===== src/rtl/sdram_arb_pkg.sv =====
// Shared types and default sizing for the SDRAM read/write arbiter.
package sdram_arb_pkg;

    localparam int unsigned BURST_LEN_DEF   = 256;
    localparam int unsigned FRAME_WORDS_DEF = 307200;
    localparam int unsigned FIFO_DEPTH_DEF  = 1024;
    localparam int unsigned RD_URGENT_DEF   = 128;

    localparam int unsigned ADDR_W   = 24;
    localparam int unsigned OFFSET_W = 22;

    typedef enum logic [1:0] {
        StIdle = 2'd0,
        StReq  = 2'd1,
        StBusy = 2'd2
    } arb_state_e;

endpackage


===== src/rtl/sdram_rw_arbiter_frame_addr_gen.sv =====
// Per-side frame address generator: word offset, latched bank, deferred frame restart
// and end-of-frame wrap detection.
module frame_addr_gen
    import sdram_arb_pkg::*;
#(
    parameter int unsigned BURST_LEN   = BURST_LEN_DEF,
    parameter int unsigned FRAME_WORDS = FRAME_WORDS_DEF,
    parameter logic [1:0]  RST_BANK    = 2'b00
) (
    input  logic              clk_i,
    input  logic              rst_i,
    input  logic              frame_start_i,
    input  logic [1:0]        bank_i,
    input  logic              inflight_i,
    input  logic              advance_i,
    output logic [ADDR_W-1:0] addr_o,
    output logic              frame_done_o
);

    logic [OFFSET_W-1:0] offset_q, offset_d;
    logic [1:0]          bank_q, bank_d;
    logic [1:0]          pend_bank_q, pend_bank_d;
    logic                pend_q, pend_d;
    logic                frame_done_q, frame_done_d;
    logic                wrap;

    // Last burst of the frame when the next advance would reach the frame end.
    assign wrap = (32'(offset_q) + BURST_LEN) >= FRAME_WORDS;

    // Next offset/bank: a restart seen mid-burst is parked and replaces the advance.
    always_comb begin
        offset_d     = offset_q;
        bank_d       = bank_q;
        pend_d       = pend_q;
        pend_bank_d  = pend_bank_q;
        frame_done_d = 1'b0;
        if (advance_i) begin
            frame_done_d = wrap;
            if (frame_start_i) begin
                offset_d = '0;
                bank_d   = bank_i;
                pend_d   = 1'b0;
            end else if (pend_q) begin
                offset_d = '0;
                bank_d   = pend_bank_q;
                pend_d   = 1'b0;
            end else if (wrap) begin
                offset_d = '0;
            end else begin
                offset_d = offset_q + OFFSET_W'(BURST_LEN);
            end
        end else if (frame_start_i) begin
            if (inflight_i) begin
                pend_d      = 1'b1;
                pend_bank_d = bank_i;
            end else begin
                offset_d = '0;
                bank_d   = bank_i;
            end
        end
    end

    // State registers with synchronous reset.
    always_ff @(posedge clk_i) begin
        if (rst_i) begin
            offset_q     <= '0;
            bank_q       <= RST_BANK;
            pend_q       <= 1'b0;
            pend_bank_q  <= 2'b00;
            frame_done_q <= 1'b0;
        end else begin
            offset_q     <= offset_d;
            bank_q       <= bank_d;
            pend_q       <= pend_d;
            pend_bank_q  <= pend_bank_d;
            frame_done_q <= frame_done_d;
        end
    end

    assign addr_o       = {bank_q, offset_q};
    assign frame_done_o = frame_done_q;

endmodule


===== src/rtl/sdram_rw_arbiter.sv =====
// Arbitrates camera write bursts and VGA read bursts onto one SDRAM command port.
module sdram_rw_arbiter
    import sdram_arb_pkg::*;
#(
    parameter int unsigned BURST_LEN   = BURST_LEN_DEF,
    parameter int unsigned FRAME_WORDS = FRAME_WORDS_DEF,
    parameter int unsigned FIFO_DEPTH  = FIFO_DEPTH_DEF,
    parameter int unsigned RD_URGENT   = RD_URGENT_DEF
) (
    input  logic              clk,
    input  logic              rst_133,
    input  logic [10:0]       wr_level,
    input  logic [10:0]       rd_level,
    input  logic [1:0]        cam_bank,
    input  logic [1:0]        vga_bank,
    input  logic              wr_frame_start,
    input  logic              rd_frame_start,
    input  logic              cmd_ack,
    input  logic              burst_done,
    output logic              cmd_req,
    output logic              cmd_wr,
    output logic [ADDR_W-1:0] cmd_addr,
    output logic              wr_frame_done,
    output logic              rd_frame_done,
    output logic              busy
);

    arb_state_e        state_q, state_d;
    logic              cmd_req_q, cmd_req_d;
    logic              cmd_wr_q, cmd_wr_d;
    logic [ADDR_W-1:0] cmd_addr_q, cmd_addr_d;
    logic              busy_q, busy_d;

    logic              wr_elig, rd_elig, rd_urgent;
    logic              grant_valid, grant_wr;
    logic              wr_inflight, rd_inflight;
    logic              wr_advance, rd_advance;
    logic [ADDR_W-1:0] wr_addr, rd_addr;

    assign wr_elig   = 32'(wr_level) >= BURST_LEN;
    assign rd_elig   = 32'(rd_level) <= (FIFO_DEPTH - BURST_LEN);
    assign rd_urgent = rd_elig && (32'(rd_level) < RD_URGENT);

    // Grant selection; cmd_wr_q doubles as the last-granted side (0 = read after reset).
    always_comb begin
        grant_valid = (state_q == StIdle) && (wr_elig || rd_elig);
        if (rd_urgent) begin
            grant_wr = 1'b0;
        end else if (wr_elig && rd_elig) begin
            grant_wr = ~cmd_wr_q;
        end else begin
            grant_wr = wr_elig;
        end
    end

    // A side is in flight from its grant cycle until burst_done, so restarts get parked.
    assign wr_inflight = ((state_q != StIdle) && cmd_wr_q) || (grant_valid && grant_wr);
    assign rd_inflight = ((state_q != StIdle) && !cmd_wr_q) || (grant_valid && !grant_wr);
    assign wr_advance  = (state_q == StBusy) && burst_done && cmd_wr_q;
    assign rd_advance  = (state_q == StBusy) && burst_done && !cmd_wr_q;

    // Next-state and registered command outputs.
    always_comb begin
        state_d    = state_q;
        cmd_req_d  = cmd_req_q;
        cmd_wr_d   = cmd_wr_q;
        cmd_addr_d = cmd_addr_q;
        unique case (state_q)
            StIdle: begin
                if (grant_valid) begin
                    state_d    = StReq;
                    cmd_req_d  = 1'b1;
                    cmd_wr_d   = grant_wr;
                    cmd_addr_d = grant_wr ? wr_addr : rd_addr;
                end
            end
            StReq: begin
                if (cmd_ack) begin
                    state_d   = StBusy;
                    cmd_req_d = 1'b0;
                end
            end
            StBusy: begin
                if (burst_done) begin
                    state_d = StIdle;
                end
            end
            default: begin
                state_d   = StIdle;
                cmd_req_d = 1'b0;
            end
        endcase
        busy_d = (state_d != StIdle);
    end

    // FSM state and output registers; reset drops any outstanding command.
    always_ff @(posedge clk) begin
        if (rst_133) begin
            state_q    <= StIdle;
            cmd_req_q  <= 1'b0;
            cmd_wr_q   <= 1'b0;
            cmd_addr_q <= '0;
            busy_q     <= 1'b0;
        end else begin
            state_q    <= state_d;
            cmd_req_q  <= cmd_req_d;
            cmd_wr_q   <= cmd_wr_d;
            cmd_addr_q <= cmd_addr_d;
            busy_q     <= busy_d;
        end
    end

    frame_addr_gen #(
        .BURST_LEN   (BURST_LEN),
        .FRAME_WORDS (FRAME_WORDS),
        .RST_BANK    (2'b01)
    ) u_wr_gen (
        .clk_i         (clk),
        .rst_i         (rst_133),
        .frame_start_i (wr_frame_start),
        .bank_i        (cam_bank),
        .inflight_i    (wr_inflight),
        .advance_i     (wr_advance),
        .addr_o        (wr_addr),
        .frame_done_o  (wr_frame_done)
    );

    frame_addr_gen #(
        .BURST_LEN   (BURST_LEN),
        .FRAME_WORDS (FRAME_WORDS),
        .RST_BANK    (2'b00)
    ) u_rd_gen (
        .clk_i         (clk),
        .rst_i         (rst_133),
        .frame_start_i (rd_frame_start),
        .bank_i        (vga_bank),
        .inflight_i    (rd_inflight),
        .advance_i     (rd_advance),
        .addr_o        (rd_addr),
        .frame_done_o  (rd_frame_done)
    );

    assign cmd_req  = cmd_req_q;
    assign cmd_wr   = cmd_wr_q;
    assign cmd_addr = cmd_addr_q;
    assign busy     = busy_q;

endmodule


===== config.mk =====
export PLATFORM = sky130hd
export DESIGN_NAME = sdram_rw_arbiter
export DESIGN_NICKNAME = d
export VERILOG_FILES = /design/src/rtl/sdram_arb_pkg.sv /design/src/rtl/sdram_rw_arbiter_frame_addr_gen.sv /design/src/rtl/sdram_rw_arbiter.sv
export SDC_FILE = /design/constraint.sdc
export NUM_CORES = 1
export LEC_CHECK = 0
export ABC_CLOCK_PERIOD_IN_PS = 6400
export CORE_UTILIZATION = 52
export DETAILED_ROUTE_END_ITERATION = 12
export PLACE_DENSITY = 0.86
export SLEW_MARGIN = 20
export SYNTH_ARGS = -nofsm -noshare
export SYNTH_HDL_FRONTEND = slang
export SYNTH_SLANG_ARGS = --single-unit

===== constraint.sdc =====
create_clock -name clk -period 6.4 [get_ports clk]
set_clock_uncertainty 0.05 [all_clocks]
set_input_delay 0.64 -clock clk [delete_from_list [all_inputs] [get_ports clk]]
set_output_delay 0.64 -clock clk [all_outputs]
set_load 0.05 [all_outputs]

Word level (Yosys, flattened, before mapping)
Index checks and enable logic that the tools add are counted.
{ "word_totals": {"inputBits": 32, "regBits": 85, "wordCells": 102, "out_inout_bits": 29} }
{ "op_classes": {"eq_ne": 6, "reduce_logical": 36, "mux": 32, "bitwise": 4, "n_lt_le_gt_ge": 5, "addsub": 4} }
{ "ops": {"columns": ["operator", "n"], "rows": [
  ["$mux 22", 12],
  ["$ge 32x19->1 const B", 2],
  ["$add 22x9->23 const B", 2],
  ["$add 22x9->22 const B", 2],
  ["$mux 2", 13],
  ["$mux 24", 1],
  ["$reduce_and 3->1", 5],
  ["$reduce_bool 2->1", 6],
  ["$ge 11x9->1 const B", 1],
  ["$le 11x10->1 const B", 1],
  ["$lt 11x8->1 const B", 1],
  ["$logic_and 1x1->1", 10],
  ["$reduce_and 2->1", 5],
  ["$reduce_or 2->1", 4],
  ["$ne 2x2->1 const B", 3],
  ["$pmux 2 s3", 1],
  ["$mux 1", 4],
  ["$not 1->1", 4],
  ["$logic_or 1x1->1", 3],
  ["$pmux 1 s3", 1],
  ["$eq 2x1->1 const B", 1],
  ["$eq 2x2->1 const B", 1],
  ["$logic_not 1->1", 2],
  ["$logic_not 2->1", 1],
  ["$ne 2x1->1 const B", 1]
]} }

Logic depth before layout (Yosys ltp)
{ "logic_depth": {"ltp_word": 10, "depth_mapped": 9, "ltp_nobuf": 7} }

Hierarchy
A second synthesis with hierarchy kept.
{ "unflattened": {"hier_cells": 488, "hier_area_um2": 4329.2} }
{ "by_module_without_submodules": {"columns": ["module", "cells_per_inst", "seq_area_each_um2", "area_per_inst_um2", "n_inst"], "rows": [
  ["sdram_rw_arbiter", 203, 580.6, 1913.1, 1],
  ["frame_addr_gen at u_rd_gen", 142, 400.4, 1217.4, 1],
  ["frame_addr_gen at u_wr_gen", 143, 400.4, 1198.6, 1]
]} }

Worst setup path after synthesis
OpenSTA, ideal clock, no wires.
{ "synth_path": {"path_type": "input to register", "start": "input port wr_level[9]", "end": "register u_rd_gen.offset_q[19]", "n_path_buf": 1, "setup_ps": 59, "path_slack_ps": 4085, "arrival_time_ps": 2206, "t_required_ps": 6291, "cell_stages": 6, "path_cell_list": "or3_4 > a2111oi_4 > or3b_4 > and2b_4 > buf_6 > and2_1"} }
{ "synth_via": {"elab_chain_cells": 9, "word_cells_on_any_way": 11, "classes_between": "1 x order compare; 1 x eq/ne; 2 x mux; 7 x reduce/logical"} }
{ "synth_lines": {"columns": ["element", "line_no", "rtl"], "rows": [
  ["start, declared", "sdram_rw_arbiter.sv:12", "input logic [10:0] wr_level,"],
  ["$ge 11x9->1 *", "sdram_rw_arbiter.sv:40", "assign wr_elig = 32'(wr_level) >= BURST_LEN;"],
  ["$logic_and 1x1->1", "sdram_rw_arbiter.sv:49", "end else if (wr_elig && rd_elig) begin"],
  ["$mux 1", "sdram_rw_arbiter.sv:49", null],
  ["$mux 1", "sdram_rw_arbiter.sv:47", "if (rd_urgent) begin"],
  ["$logic_not 1->1", "sdram_rw_arbiter.sv:58", "assign rd_inflight = ((state_q != StIdle) && !cmd_wr_q) || (grant_valid && !grant_wr);"],
  ["$logic_and 1x1->1 *", "sdram_rw_arbiter.sv:58", null],
  ["$logic_or 1x1->1 *", "sdram_rw_arbiter.sv:58", null],
  ["$ne 2x1->1 (no source line) *", null, null],
  ["$reduce_and 2->1 (no source line) *", null, null],
  ["end signal, assigned", "sdram_rw_arbiter_frame_addr_gen.sv:72", "offset_q <= offset_d;"],
  ["end, declared", "sdram_rw_arbiter_frame_addr_gen.sv:20", "logic [OFFSET_W-1:0] offset_q, offset_d;"]
]} }
Every way passes the cells marked *; elsewhere a longest branch is shown, timed or not.
A chain may end at the register's enable or synchronous reset.

Worst setup path in the final report
{ "layout_path": {"start": "input port rd_level[0]", "end": "register u_rd_gen.offset_q[8]"} }
{ "layout_via": {"elab_chain_cells": 9, "word_cells_on_any_way": 13, "classes_between": "2 x order compare; 1 x eq/ne; 2 x mux; 8 x reduce/logical"} }
{ "layout_lines": {"columns": ["element", "line_no", "rtl"], "rows": [
  ["start, declared", "sdram_rw_arbiter.sv:13", "input logic [10:0] rd_level,"],
  ["$le 11x10->1", "sdram_rw_arbiter.sv:41", "assign rd_elig = 32'(rd_level) <= (FIFO_DEPTH - BURST_LEN);"],
  ["$logic_and 1x1->1", "sdram_rw_arbiter.sv:49", null],
  ["$mux 1", "sdram_rw_arbiter.sv:49", null],
  ["$mux 1", "sdram_rw_arbiter.sv:47", null],
  ["$logic_not 1->1", "sdram_rw_arbiter.sv:58", null],
  ["$logic_and 1x1->1 *", "sdram_rw_arbiter.sv:58", null],
  ["$logic_or 1x1->1 *", "sdram_rw_arbiter.sv:58", null],
  ["$ne 2x1->1 (no source line) *", null, null],
  ["$reduce_and 2->1 (no source line) *", null, null]
]} }
Marks and branches as above.

==> flow_metrics.tcl <==
set metrics [dict create \
    final_min_period_over_clock_period_pct 47.6 \
    root_buffer "clkbuf_8" \
    clock-sinks 61 \
    wire_length_of_the_first_global_routing_pass_mm 12.6 \
    crit_required_ns 6.64 \
    worst-slew-pin-transition_ns 1.06 \
    synth_warnings 0 \
    grt_setup_unrepaired "no" \
    drt_iter0_drc 322 \
    die_x_um 80.3 \
    largest_stage_delay_on_the_critical_path_ns 0.97 \
    core_region_area_um2 5920 \
    synth_cell_type_count 61 \
    tritoncts "done" \
    syn-cell-area_um2 3190 \
    clock_insertion_delay_worst_skew_ns 0.35 \
    layout_min_cycle_time_ns 3.05 \
    finalSetupViolations 0 \
    syn_avg_cell_area_um2 8.67 \
    synth_top_area_cell "dfxtp_1" \
    critPathCaptureType "flop" \
    synth_sequential_area_ratio_pct 38.3 \
    critical_path.max_fanout 19 \
    grt_remaining_overflow 0 \
    min_delay_worst_endpoint "cmd_req" \
    max-clock-path-buffers 2 \
    area_growth_pct 19.8 \
    die_h_um 80.3 \
    regToRegSetupSlack_ns 3.63 \
    clock_tree.htree_level_count 3 \
    finalHoldWorstSlack_ns 0.407 \
    number_of_cells_produced_by_synthesis 368 \
    crit_slowest_cell "a2111oi_4" \
    ios 61 \
    post_synth_main_area_contributors "dfxtp_1 38%, a222oi_1 5.0%, nor2_1 4.9%" \
    fp.dieArea_um2 6460 \
    slew_headroom_pct 29.5 \
    worst_ep_arrival_time_ns 3.29 \
    r2r-start "u_wr_gen.offset_q[9]" \
    min_path_type "reg -> reg" \
    fmaxAchievable_mhz 328 \
    grt_max_degree 39 \
    grt_pass1_vias 2795 \
    power.density_nw_per_um2 238 \
    layout_common_cells "61 x dfxtp_1, 44 x clkdlybuf4s50_1, 41 x nor2_1" \
    synth_top_cell_area_share_pct 38.3 \
    dr_total_vias 2956 \
    final.setup.tns_ns 0 \
    numCtsBuffers 9 \
    worstSetupPathType "in -> reg" \
    hold_viol_final 0 \
    design.final.nets 434 \
    holdCritStartpoint "cmd_req" \
    async_flop_share_pct 0 \
    cellLeakagePower_nw 1.40 \
    start_util_pct 53.9 \
    reg2reg_depth 7 \
    io_buffers 44 \
    status "finished clean" \
    detail_route_antenna_nets 0 \
    max_cap_viol_count 0 \
    drc 0 \
    num_antenna_cells 0 \
    synthFlopType "dfxtp_1" \
    cp_cell_instances "clkdlybuf4s50_1, nor4_1, a21oi_1, a2111oi_4, or3b_4, and2b_4, mux2_2" \
    wl_per_cell_um 15.7 \
    final_wirelength_mm 7.54 \
    detailedPlacementHpwl_mm 5.15 \
    number_of_enable_type_register_cells_in_the_synthesized_netlist 0 \
    ys_ff_latch 61 \
    track_usage_pct 25.4 \
    worstHoldPathCells 2 \
    post_cts.resized_instances 0 \
    globalplace.congestion 0.887 \
    vdd_ir_drop_max_mv 0.168 \
    firstDrtPassIters 6 \
    total_power_uw 911 \
    start_kind "primary input" \
    maxSlewViolCount 0 \
    layout_commonest_cell "dfxtp_1" \
    layout-drive-gt1-share_pct 9.88 \
    route.detailed.vias_per_inst 6.16 \
    post_cts_hold_buffer_count 0 \
    cts.clk_slew.worst_paths_ns 0.07 \
    antenna_found_initial 0 \
    r2r_end "u_wr_gen.frame_done_o" \
    post-cts-setup-buffers 0 \
    fp-row-count 28 \
]
-- layout make-up --
type	instances	area (um2)
clock buffer	12	155
clock inverter	4	70.1
fill	491	2100
tap	75	93.8
multi-input combinational	275	1800
sequential	61	1220
timing repair buffer	47	463
inverter	6	22.5
-- sequential cells by signal (all words and copies together) (netlist names), 2 cells and up --
register              flops
cmd_addr                 16
state_q                   2
u_rd_gen.bank_q           2
u_rd_gen.offset_q        14
u_rd_gen.pend_bank_q      2
u_wr_gen.bank_q           2
u_wr_gen.offset_q        14
u_wr_gen.pend_bank_q      2
-- synth_stat cells (12+ instances only) --
master / count
a222oi_1: 16
o21ai_0: 12
nor2_1: 42
nor3_1: 18
dfxtp_1: 61
a21oi_1: 12
clkbuf_1: 14
nand2_1: 23
a22o_1: 12
-- cell families (layout without fill, tap and decap cells) --
logic type / count (synthesis) / after routing / share of synthesized area, %
DFF: 61 / 61 / 38.3
and+or+nand+nor: 154 / 154 / 25.5
xor gates and xnor gates: 10 / 10 / 2.74
muxes: 5 / 5 / 1.65
other: 1 / 8 / 0.117
buffers and inverters: 39 / 69 / 6.31
AOI/OAI and AO/OA: 96 / 96 / 24.7
adders and majority gates: 2 / 2 / 0.784
-- power breakdown --
group          switching [mW]  internal [mW]  total, mW
Clock                   0.155          0.239      0.394
Sequential            0.00840          0.391      0.399
Combinational          0.0744         0.0433      0.118
Total                   0.238          0.673      0.911
-- how the worst max path moves through the flow --
stage	slack, ns	startpoint	to	cells past startpoint
final	3.35	rd_level[0]	u_rd_gen.offset_q[8]	7
after global routing	3.16	rd_level[0]	u_rd_gen.offset_q[18]	7
after CTS	3.38	rd_level[0]	u_rd_gen.offset_q[8]	7
after detailed placement	3.03	rd_level[0]	u_rd_gen.offset_q[8]	7
after global placement	3.07	rd_level[0]	u_rd_gen.offset_q[8]	7
after floorplan	4.09	wr_level[9]	u_rd_gen.offset_q[19]	6
-- per-stage QoR --
step | setup slack [ns] | area [um2] | utilization, % | instances
2_1_floorplan | 4.09 | 3220 | - | 375
3_3_place_gp | 3.07 | 3600 | 60.7 | 464
3_5_place_dp | 3.03 | 3600 | 60.7 | 464
4_1_cts | 3.38 | 3820 | 64.5 | 480
5_1_grt | 3.16 | 3820 | 64.6 | 480
6_report | 3.35 | 3820 | 64.6 | 480
-- critical path, delay by kind of cell --
kind                   cells  cell delay, ns
AOI/OAI and AO/OA          2            1.16
and+or+nand+nor            3            0.90
buffers and inverters      1            0.40
muxes                      1            0.18
-- per-layer routing --
layer | share of wire (%) | up-vias | track usage, %
met1 | 43 | 1396 | 31.7
met4 | 2.0 | 0 | 13.2
met2 | 48 | 115 | 42.1
met3 | 6.5 | 15 | 3.64
met5 | 0 | - | 0
li1 | - | 1430 | -
Power figures use the tool's default switching activity.
